File: src/rtl/cache_fill_pkg.sv
// Shared types and sizing for the cache block fill reader.
// Sizes a block of WORDS 16-bit words.
package cache_fill_pkg;

  localparam int ADDR_W            = 16;
  localparam int DATA_W            = 16;
  localparam int WORDS             = 8;
  localparam int OFFSET_W          = $clog2(WORDS);
  localparam int BLOCK_OFFSET_BITS = $clog2(2 * WORDS);

  localparam logic [ADDR_W-1:0] BLOCK_MASK = ~ADDR_W'((1 << BLOCK_OFFSET_BITS) - 1);

  typedef enum logic {
    IDLE = 1'b0,
    FILL = 1'b1
  } state_t;

endpackage

File: src/rtl/cache_fill_fsm_fill_counter.sv
// Up-counter with synchronous clear and count enable.
// Used for both the issued-request and received-word counts.
module fill_counter #(
  parameter int W = 4
) (
  input  logic         clk,
  input  logic         rst,
  input  logic         en,
  output logic [W-1:0] cnt
);

  always_ff @(posedge clk) begin
    if (rst) begin
      cnt <= '0;
    end else if (en) begin
      cnt <= cnt + W'(1);
    end
  end

endmodule

File: src/rtl/cache_fill_fsm.sv
// Cache miss fill reader: issues WORDS back-to-back word reads for the
// missing block and streams returned words into the data/tag arrays.
//
// state | meaning
// IDLE  | waiting for a miss; returning data is ignored
// FILL  | issuing reads and/or collecting returned words for one block
module cache_fill_fsm
  import cache_fill_pkg::*;
(
  input  logic                clk,
  input  logic                rst,
  input  logic                miss_detected,
  input  logic [ADDR_W-1:0]   miss_address,
  input  logic                memory_data_valid,
  input  logic [DATA_W-1:0]   memory_data,
  output logic                fsm_busy,
  output logic                memory_read,
  output logic [ADDR_W-1:0]   memory_address,
  output logic                write_data_array,
  output logic [OFFSET_W-1:0] fill_offset,
  output logic [DATA_W-1:0]   fill_data,
  output logic                write_tag_array
);

  localparam logic [OFFSET_W:0] LAST_WORD = (OFFSET_W + 1)'(WORDS - 1);

  state_t              state_q, state_d;
  logic [ADDR_W-1:0]   base_q;
  logic [OFFSET_W:0]   issue_cnt, recv_cnt;
  logic [ADDR_W-1:0]   issue_byte;
  logic                accept;
  logic                cnt_clr;

  always_ff @(posedge clk) begin
    if (rst) begin
      state_q <= IDLE;
      base_q  <= '0;
    end else begin
      state_q <= state_d;
      if (accept) begin
        base_q <= miss_address & BLOCK_MASK;
      end
    end
  end

  // Word index to byte offset; base is block-aligned so this never carries out.
  assign issue_byte = {{(ADDR_W - OFFSET_W - 1){1'b0}}, issue_cnt[OFFSET_W-1:0], 1'b0};

  always_comb begin
    state_d          = state_q;
    accept           = 1'b0;
    fsm_busy         = 1'b0;
    memory_read      = 1'b0;
    memory_address   = base_q;
    write_data_array = 1'b0;
    write_tag_array  = 1'b0;
    unique case (state_q)
      IDLE: begin
        if (miss_detected) begin
          accept  = 1'b1;
          state_d = FILL;
        end
      end
      FILL: begin
        fsm_busy = 1'b1;
        if (!issue_cnt[OFFSET_W]) begin
          memory_read    = 1'b1;
          memory_address = base_q + issue_byte;
        end
        if (memory_data_valid) begin
          write_data_array = 1'b1;
          if (recv_cnt == LAST_WORD) begin
            write_tag_array = 1'b1;
            state_d         = IDLE;
          end
        end
      end
      default: state_d = IDLE;
    endcase
  end

  assign cnt_clr     = rst | accept;
  assign fill_offset = recv_cnt[OFFSET_W-1:0];
  assign fill_data   = memory_data;

  fill_counter #(.W(OFFSET_W + 1)) u_issue_cnt (
    .clk (clk),
    .rst (cnt_clr),
    .en  (memory_read),
    .cnt (issue_cnt)
  );

  fill_counter #(.W(OFFSET_W + 1)) u_recv_cnt (
    .clk (clk),
    .rst (cnt_clr),
    .en  (write_data_array),
    .cnt (recv_cnt)
  );

endmodule

File: config.mk
export PLATFORM = sky130hd
export DESIGN_NAME = cache_fill_fsm
export DESIGN_NICKNAME = d
export VERILOG_FILES = /design/src/rtl/cache_fill_pkg.sv /design/src/rtl/cache_fill_fsm_fill_counter.sv /design/src/rtl/cache_fill_fsm.sv
export SDC_FILE = /design/constraint.sdc
export NUM_CORES = 1
export LEC_CHECK = 0
export BUFFER_PORTS_ARGS = -buffer_cell sky130_fd_sc_hd__buf_2
export CAP_MARGIN = 20
export CORE_MARGIN = 2
export CORE_UTILIZATION = 44
export CTS_BUF_LIST = sky130_fd_sc_hd__clkbuf_8
export CTS_CLUSTER_DIAMETER = 40
export DETAILED_ROUTE_END_ITERATION = 8
export GPL_ROUTABILITY_DRIVEN = 0
export GPL_TIMING_DRIVEN = 0
export PLACE_DENSITY_LB_ADDON = 0.15
export SLEW_MARGIN = 10
export SYNTH_ARGS = -nofsm -noshare
export SYNTH_HDL_FRONTEND = slang
export SYNTH_SLANG_ARGS = --single-unit
File: constraint.sdc
create_clock -name clk -period 2.31 [get_ports clk]
set_input_delay 0.231 -clock clk [delete_from_list [all_inputs] [get_ports clk]]
set_output_delay 0.231 -clock clk [all_outputs]
set_load 0.01 [all_outputs]
==> impl_metrics.env <==
export IMPL_syn_to_final_growth_pct=34.8
export IMPL_globalRouteOverflowTotal=0
export IMPL_num_rows=17
export IMPL_critPathTopFamily="flip-flops"
export IMPL_finalClockSkew_ns=0.00185
export IMPL_dp_hpwl_mm=1.61
export IMPL_async_flop_share_pct=0
export IMPL_min_period_ns=1.63
export IMPL_synth_distinct_cells=28
export IMPL_crit_path_top_delay_cell="dfxtp_1"
export IMPL_finalInstanceArea_sq_um=1340
export IMPL_hold_viol_final=0
export IMPL_cts_sink_count=21
export IMPL_cp_arrival_ns=1.40
export IMPL_insertion_delay_ns=0.25
export IMPL_leakage_nw=0.703
export IMPL_wl_per_cell_um=9.99
export IMPL_cp_max_fo=4
export IMPL_fp_dieArea_sq_um=2650
export IMPL_nNetsFinal=215
export IMPL_synth_top_cells_by_count="nand2_1, buf_4, dfxtp_1, a21oi_1, nor2_1"
export IMPL_end_kind="output port"
export IMPL_vias=922
export IMPL_outcome="finished, final reports clean"
export IMPL_slew_violations=0
export IMPL_holdWs_ns=0.183
export IMPL_cp_required_ns=2.08
export IMPL_cts_buffer_depth=2
export IMPL_diodes=0
export IMPL_dpl_cell_area_sq_um=1290
export IMPL_postCtsHoldBufs=0
export IMPL_max_clock_freq_mhz=613
export IMPL_synth_area_top_cells="dfxtp_1, buf_4, nand2_1"
export IMPL_start_util_pct=45.8
export IMPL_rsz0062_at_grt="false"
export IMPL_coreArea_sq_um=2170
export IMPL_drive_above_1_share_pct=47.7
export IMPL_antenna_found_initial=0
export IMPL_wirelength_mm=2.04
export IMPL_synth_edf_count=0
export IMPL_syn_inst=119
export IMPL_grt_max_degree=12
export IMPL_chipWidth_um=51.5
export IMPL_htree_levels=1
export IMPL_via_per_inst=4.52
export IMPL_port_buffers=53
export IMPL_min_path_type="in2reg"
export IMPL_drv_cap=0
export IMPL_synth_most_common_cell="nand2_1"
export IMPL_io_pins=75
export IMPL_fin_cells=204
export IMPL_avgSynthCellArea_sq_um=8.35
export IMPL_cts_setup_buffers=0
export IMPL_drc=0
export IMPL_cts_tree="yes"
export IMPL_globalRouteTotalUtil_pct=15.3
export IMPL_synth_area_sq_um=993
export IMPL_ctsResizeCount=0
export IMPL_critical_path_class="reg2out"
export IMPL_powerDensity_nw_per_um2=563
export IMPL_synthesis_nets=157
export IMPL_yosys_area_top_type="dfxtp_1"
export IMPL_firstDrtPassIters=2
export IMPL_cts_buffers=3
export IMPL_die_h_um=51.5
export IMPL_dp_cells=200
export IMPL_cpPeakStageDelay_ns=0.40
export IMPL_cp_cell_sequence="ha_1, nand3_1, nor3b_1, buf_2"
export IMPL_fillers=200
export IMPL_drtIter0Drc=5
export IMPL_vdd_drop_max_mv=0.413
export IMPL_netlist_area_leader_share_pct=42.3
export IMPL_ys_warn_count=0
export IMPL_period_share_pct=70.7
export IMPL_grt_pass1_wl_mm=3.08
export IMPL_final_antenna_net_count=0
export IMPL_clk_pin_slew_ns=0.07
export IMPL_ys_flop_type="dfxtp_1"
export IMPL_fin_setup_tns_ns=0
export IMPL_grt_pass1_vias=793
export IMPL_setup_worst_path_start_class="flop"
export IMPL_synth_seq_area_share_pct=42.3
export IMPL_report_power_total_mw=0.753
export IMPL_path_buf_inv=1
export IMPL_finalSetupViolCount=0
export IMPL_cts_root_buf="clkbuf_8"
export IMPL_ys_ff_latch=21
==> metal layers <==
layer  routed length [um]  share of wire (%)  track usage, %
met1                  812                 40            17.1
met3                  188                9.2            3.74
met2                 1030                 50            28.0
met4                   10               0.49            5.70
met5                    0                  0               0
==> registers in the layout, summed over array words and instances (netlist names) <==
register / cells
base_q: 12
u_issue_cnt.cnt: 4
u_recv_cnt.cnt: 4
state_q: 1
==> report_power, final <==
| part | leakage [nW] | switching [mW] | internal [mW] |
|---|---|---|---|
| registers | 0.172 | 0.00919 | 0.378 |
| logic | 0.504 | 0.0669 | 0.0710 |
| clock network | 0.0269 | 0.110 | 0.118 |
==> cells by family after synthesis <==
group	count (synthesis)	synth area share [%]
AOI/OAI and AO/OA	16	8.82
xor gates and xnor gates	4	3.53
adders and majority gates	2	2.52
buffers and inverters	27	19.3
DFF	21	42.3
muxes	1	1.01
other	1	0.377
and+or+nand+nor	47	22.2
==> per-stage QoR <==
step | util [%] | worst slack (ns)
2_1_floorplan | - | 1.09
3_3_place_gp | 59.6 | 0.953
3_5_place_dp | 59.6 | 0.963
4_1_cts | 61.7 | 0.660
5_1_grt | 61.7 | 0.551
6_report | 61.7 | 0.678
==> final timing paths <==
kind	from	to	slack (ns)	cells past startpoint
max	u_recv_cnt.cnt[0]	write_tag_array	0.68	4
min	rst	base_q[12]	0.18	2
max reg2reg	state_q	base_q[8]	1.14	5
min reg2reg	base_q[7]	base_q[7]	0.45	2
==> cell usage in the layout (no fill, tap or decap), types with 2 or more instances in the layout <==
cell,n
xor2_1,3
buf_2,56
nand2_1,25
buf_4,21
inv_1,2
nand3_1,3
a21oi_1,13
nor2_1,7
dfxtp_1,21
clkbuf_8,3
and2_1,3
ha_1,2
==> area by class of cell <==
| type | instances | area, sq um | share of cell area [%] |
|---|---|---|---|
| buffer | 26 | 188 | 14.0 |
| clock buffer | 3 | 41.3 | 3.08 |
| clock inverter | 1 | 3.75 | 0.280 |
| inverter | 1 | 3.75 | 0.280 |
| multi-input combinational | 71 | 382 | 28.5 |
| sequential | 21 | 420 | 31.4 |
| tap | 28 | 35.0 | 2.62 |
| timing repair buffer | 53 | 265 | 19.8 |
Power figures use the tool's default switching activity.
